===== src/rtl/memory_in_seq_ctrl.sv =====
// Sequencer for the 64x8 sample memory: fills it from an input stream (LOAD), then
// replays the stored set in address order to the regression datapath (STREAM).
module memory_in_seq_ctrl #(
   parameter int DW    = 8,
   parameter int AW    = 6,
   parameter int DEPTH = 64
) (
   input  logic          clk,
   input  logic          rst,
   input  logic          clear,
   input  logic [DW-1:0] in_data,
   input  logic          in_valid,
   input  logic          in_last,
   output logic          in_ready,
   input  logic          start,
   output logic [DW-1:0] out_data,
   output logic          out_valid,
   output logic          out_last,
   input  logic          out_ready,
   output logic          busy,
   output logic          done,
   output logic [AW:0]   count,
   output logic [DW-1:0] mem_data,
   output logic [AW-1:0] mem_addr,
   output logic          mem_wr,
   input  logic [DW-1:0] mem_out
);

   localparam logic [AW:0] DEPTH_C = (AW+1)'(DEPTH);

   typedef enum logic [1:0] {S_IDLE, S_LOAD, S_LOADED, S_STREAM} state_t;

   state_t        state_q, state_d;
   logic [AW:0]   count_q, count_d;
   logic [AW:0]   rp_q, rp_d;
   logic          inflight_q, inflight_d;
   logic [AW:0]   inflight_addr_q, inflight_addr_d;
   logic [DW-1:0] buf_data_q [2];
   logic [DW-1:0] buf_data_d [2];
   logic          buf_last_q [2];
   logic          buf_last_d [2];
   logic          wr_ptr_q, wr_ptr_d;
   logic          rd_ptr_q, rd_ptr_d;
   logic [1:0]    occ_q, occ_d;
   logic          done_q, done_d;

   logic          accept;
   logic          pop;
   logic          issue;
   logic [2:0]    pend;

   assign in_ready  = ((state_q == S_IDLE) || (state_q == S_LOAD)) && (count_q < DEPTH_C);
   assign accept    = in_valid && in_ready && !clear;
   assign out_valid = (occ_q != 2'd0);
   assign out_data  = buf_data_q[rd_ptr_q];
   assign out_last  = out_valid && buf_last_q[rd_ptr_q];
   assign pop       = out_valid && out_ready;
   // Slots committed after this edge; counting the pop keeps 1 sample/cycle.
   assign pend      = {1'b0, occ_q} + {2'b00, inflight_q} - {2'b00, pop};
   assign issue     = (state_q == S_STREAM) && (rp_q < count_q) && (pend < 3'd2) && !clear;

   assign mem_wr    = accept;
   assign mem_data  = accept ? in_data : '0;
   assign mem_addr  = accept ? count_q[AW-1:0] : (issue ? rp_q[AW-1:0] : '0);
   assign busy      = ((state_q == S_LOAD) && (count_q != '0)) || (state_q == S_STREAM);
   assign done      = done_q;
   assign count     = count_q;

   always_comb begin
      state_d         = state_q;
      count_d         = count_q;
      rp_d            = rp_q;
      inflight_d      = 1'b0;
      inflight_addr_d = inflight_addr_q;
      buf_data_d      = buf_data_q;
      buf_last_d      = buf_last_q;
      wr_ptr_d        = wr_ptr_q;
      rd_ptr_d        = rd_ptr_q;
      occ_d           = occ_q;
      done_d          = 1'b0;

      case (state_q)
         S_IDLE, S_LOAD: begin
            if (accept) begin
               count_d = count_q + (AW+1)'(1);
               if (in_last || (count_d == DEPTH_C)) state_d = S_LOADED;
               else                                 state_d = S_LOAD;
            end
         end
         S_LOADED: begin
            if (start) begin
               state_d = S_STREAM;
               rp_d    = '0;
            end
         end
         S_STREAM: begin
            if (issue) begin
               rp_d            = rp_q + (AW+1)'(1);
               inflight_d      = 1'b1;
               inflight_addr_d = rp_q;
            end
            if (inflight_q) begin
               buf_data_d[wr_ptr_q] = mem_out;
               buf_last_d[wr_ptr_q] = (inflight_addr_q == (count_q - (AW+1)'(1)));
               wr_ptr_d             = ~wr_ptr_q;
            end
            if (pop) rd_ptr_d = ~rd_ptr_q;
            occ_d = occ_q + {1'b0, inflight_q} - {1'b0, pop};
            if (pop && out_last) begin
               state_d    = S_LOADED;
               done_d     = 1'b1;
               occ_d      = 2'd0;
               inflight_d = 1'b0;
               wr_ptr_d   = 1'b0;
               rd_ptr_d   = 1'b0;
            end
         end
         default: state_d = S_IDLE;
      endcase

      // clear overrides everything, including a same-cycle start or sample.
      if (clear) begin
         state_d    = S_IDLE;
         count_d    = '0;
         rp_d       = '0;
         inflight_d = 1'b0;
         occ_d      = 2'd0;
         wr_ptr_d   = 1'b0;
         rd_ptr_d   = 1'b0;
         done_d     = 1'b0;
      end
   end

   always_ff @(posedge clk or posedge rst) begin
      if (rst) begin
         state_q         <= S_IDLE;
         count_q         <= '0;
         rp_q            <= '0;
         inflight_q      <= 1'b0;
         inflight_addr_q <= '0;
         buf_data_q      <= '{default: '0};
         buf_last_q      <= '{default: 1'b0};
         wr_ptr_q        <= 1'b0;
         rd_ptr_q        <= 1'b0;
         occ_q           <= 2'd0;
         done_q          <= 1'b0;
      end else begin
         state_q         <= state_d;
         count_q         <= count_d;
         rp_q            <= rp_d;
         inflight_q      <= inflight_d;
         inflight_addr_q <= inflight_addr_d;
         buf_data_q      <= buf_data_d;
         buf_last_q      <= buf_last_d;
         wr_ptr_q        <= wr_ptr_d;
         rd_ptr_q        <= rd_ptr_d;
         occ_q           <= occ_d;
         done_q          <= done_d;
      end
   end

endmodule


===== config.mk =====
export PLATFORM = sky130hd
export DESIGN_NAME = memory_in_seq_ctrl
export DESIGN_NICKNAME = d
export VERILOG_FILES = /design/src/rtl/memory_in_seq_ctrl.sv
export SDC_FILE = /design/constraint.sdc
export NUM_CORES = 1
export LEC_CHECK = 0
export CAP_MARGIN = 20
export CELL_PAD_IN_SITES_DETAIL_PLACEMENT = 0
export CELL_PAD_IN_SITES_GLOBAL_PLACEMENT = 2
export CORE_UTILIZATION = 32
export CTS_CLUSTER_DIAMETER = 80
export DETAILED_ROUTE_END_ITERATION = 7
export PLACE_DENSITY = 0.77
export SLEW_MARGIN = 10
export SYNTH_ARGS = -nofsm -noshare
export SYNTH_HDL_FRONTEND = slang
export SYNTH_SLANG_ARGS = --single-unit

===== constraint.sdc =====
create_clock -name clk -period 3.17 [get_ports clk]
set_input_delay 0.317 -clock clk [delete_from_list [all_inputs] [get_ports clk]]
set_output_delay 0.317 -clock clk [all_outputs]
set_load 0.05 [all_outputs]

# Word-level counts from Yosys, hierarchy flattened

Cells that the tools add are included.

Flip-flop bits (word level): 47
Input bits: 23
Output and inout port bits: 35
Word-level logic and storage cells: 117

Add/subtract/negate cells: 7
Magnitude comparators: 6
Eq/ne operators: 9
Multiplexer cells: 46
Bitwise gates (word level): 4
Reduce and logical (&&, ||, !) cells: 32

Operators by type and width:

| operator              | count |
|---|---|
| $mux W7               | 6 |
| $mux W8               | 5 |
| $mux W1               | 19 |
| $bwmux W16            | 1 |
| $mux W2               | 8 |
| $add A7 B1 Y7 const B | 2 |
| $pmux W7 S2           | 1 |
| $mux W6               | 2 |
| $logic_and A1 B1 Y1   | 11 |
| $reduce_and A2 Y1     | 5 |
| $ne A3 B3 Y1 const B  | 3 |
| $reduce_bool A3 Y1    | 3 |
| $demux W8 S1          | 1 |
| $reduce_bool A2 Y1    | 4 |
| $eq A7 B7 Y1          | 1 |
| $eq A7 B7 Y1 const B  | 1 |
| $lt A7 B7 Y1          | 1 |
| $lt A7 B7 Y1 const B  | 1 |
| $reduce_bool A7 Y1    | 1 |
| $sub A7 B1 Y7 const B | 1 |
| $pmux W2 S3           | 1 |
| $reduce_and A3 Y1     | 2 |
| $eq A2 B2 Y1 const B  | 2 |
| $ge A2 B2 Y1 const B  | 2 |
| other kinds (16)      | 20 |

# Logic depth before layout (Yosys ltp)

Gate-level depths: netlist of run 1.

Depth in word-level cells: 10
Gate-level depth with buffers: 10
Depth with buffers taken out: 10

# Worst setup path after synthesis of run 1

OpenSTA, ideal clock, no wires.

Path type: reg-to-output
Start point: register occ_q[1]
End point: output port mem_addr[0]
Arrival time: 2.480 ns
Required time: 2.853 ns
Setup slack: 0.373 ns
Cell stages (with the launch flop): 11
Buffers on the path: 1
Path through: dfrtp_1 nand2_1 mux2i_1 ha_1 inv_1 fa_1 and4b_1 nand3_1 nor3_4 buf_6 a22o_1

Cells in the longest elaborated chain, start to end: 8
Elaborated cells on any way between the ends: 9
Those cells by class: add/sub (2); order compare (1); mux (2); reduce/logical (4)

Ends and longest elaborated chain:

| what                                                                  | RTL line | text |
|---|---|---|
| from (decl)                                                           | 44       | `logic [1:0] occ_q, occ_d;` |
| from (signal assigned)                                                | 145      | `occ_q <= 2'd0;` |
| from (signal assigned)                                                | 157      | `occ_q <= occ_d;` |
| parallel branches: the longest is 2 deep, another holds $add A2 B1 Y3 | n/a      |  |
| $sub A3 B1 Y3 (*)                                                     | 59       | `assign pend = {1'b0, occ_q} + {2'b00, inflight_q} - {2'b00, pop};` |
| $lt A3 B2 Y1 (*)                                                      | 60       | `assign issue = (state_q == S_STREAM) && (rp_q < count_q) && (pend < 3'd2) && !clear;` |
| $logic_and A1 B1 Y1 (*) (2 in series)                                 | 60       |  |
| $mux W6 (*) (2 in series)                                             | 64       | `assign mem_addr = accept ? count_q[AW-1:0] : (issue ? rp_q[AW-1:0] : '0);` |
| to (decl)                                                             | 24       | `output logic [AW-1:0] mem_addr,` |

Every way passes the cells marked *.

# Worst setup path in the final report of run 1

Start point: register occ_q[0]
End point: output port mem_addr[2]

The elaborated chain is that of the path after synthesis.

==> results of run 1 <==
## kinds of logic after synthesis
kind of cell	count (synthesis)	share of synthesized area, %
AOI/OAI and AO/OA	49	11.7
adders and majority gates	12	5.79
and+or+nand+nor	80	16.4
xor gates and xnor gates	14	4.50
muxes	33	14.1
buffers and inverters	26	4.32
DFF	47	43.2
## synth_stat cells (6+ instances only)
cell / number / share of area [%]
dfrtp_1: 47 / 43
mux2_2: 27 / 11
nor2_1: 19 / 2.6
a21oi_1: 17 / 3.1
o21ai_0: 14 / 2.6
inv_1: 13 / 1.8
nand2_1: 13 / 1.8
xnor2_1: 13 / 4.2
ha_1: 11 / 5.1
nand4_1: 9 / 2.1
and2_1: 8 / 1.8
a22o_1: 6 / 1.9
clkbuf_1: 6 / 0.83
## per-stage QoR
step / area, um^2 / setup TNS, ps / setup WS, ps / cells / utilization, %
4_1_cts: 3700 / 0 / 2.01 / 429 / 45.1
3_3_place_gp: 3590 / 0 / 81.0 / 421 / 43.7
3_5_place_dp: 3590 / 0 / 36.8 / 421 / 43.7
5_1_grt: 3760 / -48.1 / -28.3 / 434 / 45.8
6_report: 3760 / 0 / 127 / 434 / 45.8
2_1_floorplan: 2720 / 0 / 373 / 261 / -
## registers in the layout, indices dropped and copies added, names as in the netlist, 2 cells and up
signal           flops
buf_data_q          16
buf_last_q           2
count                7
inflight_addr_q      7
occ_q                2
rp_q                 7
state_q              2
## routing by layer
layer / up-vias / track usage (%) / part of all wire [%]
met5: - / 0 / 0
met4: 0 / 5.00 / 1.4
met3: 8 / 2.43 / 2.8
met2: 27 / 28.4 / 50
met1: 1067 / 22.7 / 46
li1: 1063 / - / -
## power groups by stage
stage	logic (W)	registers (W)	clock network (W)
floorplan	0.000156	0.000643	0
global placement	0.000261	0.000643	0
detailed placement	0.000263	0.000644	0
CTS	0.000264	0.000632	0.000473
global route	0.000283	0.000635	0.000500
finish	0.000263	0.000632	0.000458
## worst max-delay path, delay by kind of cell, from the launching register on
family          cells  cell delay [ps]
mux                 1              190
compound gates      1              260
flops               1              370
simple gates        3              690
buf+inv             2              200
fa+ha+maj           2              730
## layout by cell type, fill, tap and decap left out, types with 2 or more instances in the layout
cell,synthesis,final
a21oi_1,17,17
nand2_1,13,13
and3_1,3,3
o21ai_0,14,14
mux2i_1,2,2
clkbuf_8,0,5
dfrtp_1,47,47
nor2b_1,3,3
nor3_1,5,5
clkdlybuf4s50_1,0,41
nor2_1,19,19
or4_1,2,2
mux2_2,27,27
nor3_4,2,2
or3_1,5,5
and2_1,8,8
inv_1,13,12
nand4_1,9,9
a22o_1,6,6
buf_12,0,16
xnor2_1,13,13
o31ai_1,3,3
ha_1,11,11
nand2b_1,2,2
mux2_4,4,4
nand3_1,3,2
buf_4,0,15
## final cells by class
cell class / count / area (um^2)
Clock buffer: 5 / 68.8
Clock inverter: 3 / 46.3
Fill cell: 786 / 4450
Inverter: 13 / 48.8
Multi-Input combinational cell: 188 / 1440
Sequential cell: 47 / 1180
Tap cell: 105 / 131
Timing Repair Buffer: 73 / 856
## path summary, 6_finish.rpt
path | end | start | cells after the start
worst min register to register | buf_data_q[6] | buf_data_q[6] | 1
max in group asynchronous | buf_data_q[15] | rst | 3
worst max register to register | inflight_addr_q[4] | occ_q[0] | 10
min in group clk | buf_data_q[6] | buf_data_q[6] | 1
worst max-delay path | mem_addr[2] | occ_q[0] | 9
worst min-delay path | count[3] | rst | 2
## timing repair
| item | in CTS | in global routing |
|---|---|---|
| setup endpoints to repair | 0 | 6 |
| buffers inserted | 0 | 4 |
| resized for setup | 0 | 2 |
| hold buffers | 0 | 0 |
==> metrics.yaml, run 1 <==
floorplan:
  std_cell_rows: 33
  fp.coreArea_um2: 8220
  chipHeight_um: 94.3
  floorplan.initialDensity_pct: 33.2
  floorplan.io_pins: 58
  die_outline_area_um2: 8880
  die_width_um: 94.3
clock_tree:
  tritoncts: "yes"
  tritoncts.num_buffers: 5
  cts_root_buf: "clkbuf_8"
  cts.sink_count: 47
  clk_pin_slew_ps: 100
  cts_max_path_buffers: 2
  insertion_delay_ps: 300
  htreeDepth: 2
global_routing:
  grt_first_pass_wirelength_um: 11400
  maximum_number_of_pins_on_one_net_before_global_route_repair: 48
  track_usage_pct: 17.0
  overflow: 0
  number_of_global_route_vias_before_repair: 2175
  antenna_found_initial: 0
sta:
  period_share_pct: 96.0
  finalHoldViolCount: 0
  clock.fmax_mhz: 329
  clock_skew_ps: 8.71
  final.hold.worst_slack_ps: 228
  finalMaxSlewViolations: 0
  grt_setup_unrepaired: "yes"
  number_of_failing_setup_endpoints_in_the_final_timing_report: 0
  slew_headroom_pct: 61.9
  worst_margin_slew_ps: 569
  layout_min_cycle_time_ps: 3040
cells_and_area:
  areaGrowthSynthToFinish_pct: 38.1
  count_of_nets_after_finishing: 363
  drive_gt1_share_pct: 24.0
  insertedDiodeCount: 0
logic_synthesis:
  synth-warning-count: 0
  synth_flop_cell: "dfrtp_1"
  synth_edf_count: 0
  netlist_instances: 261
  postSynthNetCount: 296
  syn_area_per_cell_um2: 10.4
  yosysUniqueCellTypes: 44
  syn_area_um2: 2720
  async_reset_ff_share_pct: 100
  ys_seq_area_share_pct: 43.2
  ys_seq_elements: 47
worst_setup_path:
  worst-path-max-fanout: 7
  timing.critical_path.slowest_cell_delay_ps: 570
  timing.critical_path.from_type: "register"
  worst_path_max_delay_cell: "fa_1"
  timing.critical_path.arrival_ps: 2730
  critical_path.endpoint_type: "output pin"
  worst-r2r-setup-slack_ps: 360
  crit_path_cell_trace: "mux2i_1 -> ha_1 -> inv_1 -> fa_1 -> and4b_1 -> nand3_2 -> nor3_4 -> a22o_1 -> buf_12"
  path_class: "reg -> out"
  worst_ep_required_time_ps: 2850
power_and_ir_drop:
  p_comb_share_pct: 19.4
  total_switching_power_w: 0.000382
  power_frac_seq_pct: 46.7
  switching_share_pct: 28.2
  cellPowerDensity_nw_per_um2: 360
  cellInternalPower_w: 0.000971
  p_leak_nw: 1.57
  vdd_drop_max_uv: 200
  power_frac_clock_pct: 33.9
  post-layout-total-power_w: 0.00135
min_path:
  min-delay-path-class: "in -> async"
routing:
  drt_iter0_markers: 108
  avgRoutedWirePerCell_um: 16.0
  firstDrtPassIters: 4
  wl_um: 6950
  dr_total_vias: 2165
  detail_route.vias_per_cell: 4.99
  ant_nets_after_route: 0
  detail_route.drc_violations: 0
place:
  numPortBuffers: 57
  hpwl_um: 5230
  finalWeightedCongestion: 0.803
outcome:
  run_status: "complete, no violations"
flow_run:
  drv_cap: 0
Power figures use the tool's default switching activity.
==> run 2: changes to the inputs <==
--- a/config.mk
+++ b/config.mk
@@ -11,6 +11,7 @@
 export CORE_UTILIZATION = 32
 export CTS_CLUSTER_DIAMETER = 80
 export DETAILED_ROUTE_END_ITERATION = 7
+export HOLD_SLACK_MARGIN = 0.03
 export PLACE_DENSITY = 0.77
 export SLEW_MARGIN = 10
 export SYNTH_ARGS = -nofsm -noshare
==> results of run 2 <==
No change in the layout: final DEF, timing and power equal those of run 1.
==> edit 1 (settings of run 1) <==
Put one more register stage on the output `count`, without a reset. The value now appears one clock later. The other outputs are not delayed to match.
--- a/src/rtl/memory_in_seq_ctrl.sv
+++ b/src/rtl/memory_in_seq_ctrl.sv
@@ -64,7 +64,9 @@
    assign mem_addr  = accept ? count_q[AW-1:0] : (issue ? rp_q[AW-1:0] : '0);
    assign busy      = ((state_q == S_LOAD) && (count_q != '0)) || (state_q == S_STREAM);
    assign done      = done_q;
-   assign count     = count_q;
+   always_ff @(posedge clk) begin
+      count <= count_q;
+   end
 
    always_comb begin
       state_d         = state_q;
Behaviour: not the same (Yosys sat finds a counterexample within 4 cycles, from zero or initial values and one cycle with rst high).
==> edit 1 against run 1 <==
Synthesized area increased by 5.1%; total power decreased by 2.6%; routed wire length decreased by 3.3%; final area increased by 0.37%; maximum frequency decreased by 0.81%; sequential cell count increased by 7; worst setup slack got worse by 0.025 ns; hold slack improved by 0.048 ns.
==> edit 1: results (changes against run 1) <==
[metrics] number of DRC violations after detailed-routing iteration 0: 52 (was 108)
[metrics] most used standard cells in the synthesized netlist: 47 x sky130_fd_sc_hd__dfrtp_1, 24 x sky130_fd_sc_hd__mux2_2, 24 x sky130_fd_sc_hd__nor2_1 (was 47 x sky130_fd_sc_hd__dfrtp_1, 27 x sky130_fd_sc_hd__mux2_2, 19 x sky130_fd_sc_hd__nor2_1)
[metrics] share of synthesized area occupied by flip-flops and latches: 0.4596 (was 0.4318)
[metrics] total routing resource utilization after global routing: 0.1482 (was 0.1701)
[metrics] static leakage: 1.589 nW (was 1.572 nW)
[metrics] Top Metal Used: met4 (unchanged)
[metrics] final wirelength: 6716 um (was 6945 um)
[metrics] routed length on met1: 3264 um (was 3181 um)
[metrics] setup slack of the most critical reg-to-reg path: 0.45 ns (was 0.36 ns)
[metrics] WL met3: 214 um (was 194 um)
[metrics] portion of the clock cycle consumed by the worst path in the final layout: 0.9677 (was 0.9599)
[metrics] number of global-route vias before repair: 2208 (was 2175)
[metrics] data arrival time of the critical path: 2.75 ns (was 2.73 ns)
[metrics] complex-gate fraction of the synthesized area: 0.1188 (was 0.1167)
[metrics] Post-DP HPWL: 4967 um (was 5228 um)
[metrics] Min Hold Slack: 0.2760 ns (was 0.2277 ns)
[metrics] GPL Wtd Cong: 0.7568 (was 0.8033)
[metrics] Net Count, Synth: 297 (was 296)
[metrics] adder and majority cell fraction of the synthesized area: 0.05505 (was 0.05788)
[metrics] multiplexer fraction of the synthesized cell area: 0.1289 (was 0.1410)
[metrics] asr flop ratio synth: 0.8704 (was 1.000)
[metrics] DR vias/cell: 4.904 (was 4.988)
[metrics] delay of the slowest critical-path stage: 0.48 ns (was 0.57 ns)
[metrics] largest cells by area after synthesis: sky130_fd_sc_hd__dfrtp_1 41%, sky130_fd_sc_hd__mux2_2 9.4%, sky130_fd_sc_hd__xnor2_1 6.1% (was sky130_fd_sc_hd__dfrtp_1 43%, sky130_fd_sc_hd__mux2_2 11%, sky130_fd_sc_hd__ha_1 5.1%)
[metrics] filler instances: 851 (was 786)
[metrics] terminus of the critical flop-to-flop path: inflight_addr_q[5] (was inflight_addr_q[4])
[metrics] count of different cell masters after synthesis: 46 (was 44)
[metrics] Worst Setup EP: mem_addr[3] (was mem_addr[2])
[metrics] length of routed met2 wiring: 3162 um (was 3468 um)
[metrics] status: finished, final reports clean (unchanged)
[metrics] xor/xnor cell area share of the yosys netlist: 0.06422 (was 0.04502)
[metrics] initial antenna violation count: 0 (unchanged)
[metrics] fraction of final layout cells with drive strength greater than 1: 0.2340 (was 0.2401)
-- edit 1: repair_timing --
item,CTS,global route
hold buffers,0,0
hold endpoints to repair,0,0
pin swaps,0,2
setup endpoints to repair,1,6
setup buffers,0,3
resized for setup,1,4
-- edit 1: per-layer routing --
metal,vias to the layer above,global-route usage
met5,-,0
met4,0,0.03674
met3,6,0.03179
met2,31,0.2400
met1,1055,0.2019
li1,1051,-
-- edit 1: worst reg2reg max path, cell delays in order, from the launching register on --
cell	delay [ns]
sky130_fd_sc_hd__dfrtp_1	0.41
sky130_fd_sc_hd__mux2i_1	0.23
sky130_fd_sc_hd__ha_2	0.20
sky130_fd_sc_hd__inv_2	0.03
sky130_fd_sc_hd__fa_1	0.48
sky130_fd_sc_hd__and4b_1	0.25
sky130_fd_sc_hd__o2111ai_4	0.13
sky130_fd_sc_hd__a21oi_4	0.15
sky130_fd_sc_hd__and2b_4	0.22
sky130_fd_sc_hd__buf_4	0.17
sky130_fd_sc_hd__mux2_1	0.33
-- edit 1: power by group --
group / internal, W / switching, W / total [W] / leakage [nW]
Combinational: 0.0000929 / 0.000128 / 0.000221 / 0.874
Sequential: 0.000704 / 0.0000121 / 0.000716 / 0.674
Clock: 0.000152 / 0.000229 / 0.000381 / 0.0416
-- edit 1: metrics by stage --
stage                     area (um^2)  cells
final                            3776    437
after global routing             3776    437
after CTS                        3720    433
after detailed placement         3626    425
after global placement           3626    425
after floorplan                  2864    262
-- edit 1: layout make-up --
class / instances / area [um^2] / area share
Clock inverter: 3 / 16.27 / 0.004307
Timing Repair Buffer: 71 / 728.2 / 0.1928
Tap cell: 108 / 135.1 / 0.03579
Inverter: 12 / 45.04 / 0.01193
Sequential cell: 54 / 1316 / 0.3486
Clock buffer: 5 / 68.82 / 0.01822
Multi-Input combinational cell: 184 / 1466 / 0.3883
==> edit 2 (config.mk and constraints of run 1) <==
Made on the original files. `DEPTH`: 64 -> 32.
--- a/src/rtl/memory_in_seq_ctrl.sv
+++ b/src/rtl/memory_in_seq_ctrl.sv
@@ -3,7 +3,7 @@
 module memory_in_seq_ctrl #(
    parameter int DW    = 8,
    parameter int AW    = 6,
-   parameter int DEPTH = 64
+   parameter int DEPTH = 32
 ) (
    input  logic          clk,
    input  logic          rst,
Behaviour: no difference found for any inputs over 10 cycles, from zero or initial values and one cycle with rst high; that may be too few to reach the edited logic, so the function may still have changed.
==> edit 2 against run 1 <==
Total power decreased by 0.20%; final area is 0.47% lower; worst setup slack improved by 0.0077 ns; routed wire length shrank 0.37%; sequential cell count is the same; utilization down 0.89 points; synthesized area up 2.7%; clock power up 4%; cell count grew 0.92%; critical path depth is 2 higher; die area grew 2.6%.
==> edit 2: results (changes against run 1) <==
[metrics] most used standard cells in the synthesized netlist: 47 x sky130_fd_sc_hd__dfrtp_1, 31 x sky130_fd_sc_hd__mux2_2, 20 x sky130_fd_sc_hd__nor2_1 (was 47 x sky130_fd_sc_hd__dfrtp_1, 27 x sky130_fd_sc_hd__mux2_2, 19 x sky130_fd_sc_hd__nor2_1)
[metrics] largest cells by area after synthesis: sky130_fd_sc_hd__dfrtp_1 42%, sky130_fd_sc_hd__mux2_2 12%, sky130_fd_sc_hd__ha_1 4.5% (was sky130_fd_sc_hd__dfrtp_1 43%, sky130_fd_sc_hd__mux2_2 11%, sky130_fd_sc_hd__ha_1 5.1%)
[metrics] static leakage: 1.581 nW (was 1.572 nW)
[metrics] length of routed met2 wiring: 3153 um (was 3468 um)
[metrics] number of I/O port buffers: 57 (unchanged)
[metrics] post-layout net count: 366 (was 363)
[metrics] Tightest Hold Check Type: in -> async (unchanged)
[metrics] number of DRC violations after detailed-routing iteration 0: 61 (was 108)
[metrics] data arrival time of the critical path: 2.72 ns (was 2.73 ns)
[metrics] CTS H-tree lvls: 2 (unchanged)
[metrics] number of global-route vias before repair: 2234 (was 2175)
[metrics] setup slack of the most critical reg-to-reg path: 0.47 ns (was 0.36 ns)
[metrics] Net Count, Synth: 302 (was 296)
[metrics] highest fanout seen on the critical path: 7 (unchanged)
[metrics] clock slew at the register clock pins of the worst setup and hold paths: 0.10 ns (about the same)
[metrics] register with the highest flop count: buf_data_q (unchanged)
[metrics] worst-skew pair later-pin latency: 0.31 ns
[metrics] largest voltage drop on the vdd net: 170.9 uV (was 200.3 uV)
[metrics] Min Hold Slack: 0.3313 ns (was 0.2277 ns)
[metrics] fraction of final layout cells with drive strength greater than 1: 0.2432 (was 0.2401)
[metrics] GPL Wtd Cong: 0.7267 (was 0.8033)
[metrics] count of different cell masters after synthesis: 51 (was 44)
[metrics] r2r worst-path depth: 11 (was 10)
[metrics] final wirelength: 6919 um (was 6945 um)
[metrics] antenna cell count: 0 (unchanged)
[metrics] share of synthesized area occupied by flip-flops and latches: 0.4204 (was 0.4318)
[metrics] Setup Skew: 0.01039 ns (was 0.008707 ns)
[metrics] total routing resource utilization after global routing: 0.1650 (was 0.1701)
[metrics] drt pass-1 iters: 4 (unchanged)
[metrics] WL met3: 255 um (was 194 um)
[metrics] DR vias/cell: 5.057 (was 4.988)
[metrics] status: finished, final reports clean (unchanged)
[metrics] Top Metal Used: met4 (unchanged)
[metrics] first-pass GRT wire length: 11410 um (was 11420 um)
[metrics] routed length on met1: 3394 um (was 3181 um)
[metrics] CTS root buffer: sky130_fd_sc_hd__clkbuf_8 (unchanged)
[metrics] Worst slew margin: 0.5732 (was 0.6193)
[metrics] Post-DP HPWL: 4987 um (was 5228 um)
[metrics] asr flop ratio synth: 1.000 (unchanged)
[metrics] max reg flops: 16 (unchanged)
[metrics] initial antenna violation count: 0 (unchanged)
-- edit 2: cell types whose count changed in the layout (fill, tap and decap cells not counted), sizes merged, moves of 5 or more --
| cell | run 1 | this run |
|---|---|---|
| buf | 31 | 22 |
| clkdlybuf4s50 | 41 | 50 |
| and3 | 3 | 10 |
| o21ai | 14 | 7 |
| and2 | 8 | 3 |
| or4 | 2 | 7 |
-- edit 2: area by class of cell --
cell class,count,area [um^2]
timing repair buffer,73,765.7
tap,105,131.4
sequential,47,1176
clock buffer,6,82.58
inverter,13,48.80
fill,787,4596
multi-input combinational,192,1501
clock inverter,2,38.79
-- edit 2: kinds of logic after synthesis --
group,Yosys count,share of synthesized area
AO/OA/AOI/OAI,47,0.1172
XOR/XNOR,13,0.04070
adder cells (fa/ha/maj),11,0.05188
buffers and inverters,29,0.05099
flip-flops,47,0.4204
multiplexers,34,0.1355
AND/OR/NAND/NOR,87,0.1834
-- edit 2: layer usage --
metal  up-vias  track usage
li1       1096            -
met1      1059       0.2321
met2        51       0.2571
met3         9      0.02552
met4         0      0.05597
met5         -            0
-- edit 2: path summary, 6_finish.rpt --
kind,from,endpoint
hold reg to reg,buf_last_q[0],buf_last_q[0]
min in group clk,out_ready,done
hold / removal,rst,rp_q[5]
max in group asynchronous,rst,buf_data_q[12]
setup / recovery,occ_q[0],mem_addr[2]
setup reg to reg,occ_q[0],inflight_addr_q[2]
-- edit 2: through the flow --
stage	utilization	instance area (um^2)	worst slack, ns	std cells
2_1_floorplan	-	2805	0.05432	268
3_3_place_gp	0.4290	3578	0.06546	428
3_5_place_dp	0.4290	3578	0.06397	428
4_1_cts	0.4436	3700	0.06271	436
5_1_grt	0.4490	3745	-0.02446	438
6_report	0.4490	3745	0.1348	438
-- edit 2: timing repair --
| action | CTS | global route |
|---|---|---|
| resized for setup | 0 | 6 |
| setup buffers | 0 | 1 |
| setup endpoints to repair | 0 | 6 |
-- edit 2: report_power, final --
group	internal (W)	switching (W)	total, W
clock network	0.000260	0.000215	0.000475
registers	0.000614	0.0000106	0.000625
logic	0.000107	0.000144	0.000251
total	0.000980	0.000369	0.00135
-- edit 2: critical path, stage by stage, from the launching register on --
cell and delay (ns):
sky130_fd_sc_hd__dfrtp_1 0.42, sky130_fd_sc_hd__mux2i_1 0.21, sky130_fd_sc_hd__ha_2 0.19, sky130_fd_sc_hd__inv_2 0.03, sky130_fd_sc_hd__fa_2 0.34, sky130_fd_sc_hd__xor2_2 0.16
sky130_fd_sc_hd__nor4b_4 0.29, sky130_fd_sc_hd__o221ai_2 0.15, sky130_fd_sc_hd__nor3_2 0.11, sky130_fd_sc_hd__buf_4 0.17, sky130_fd_sc_hd__a22o_1 0.19, sky130_fd_sc_hd__buf_12 0.15
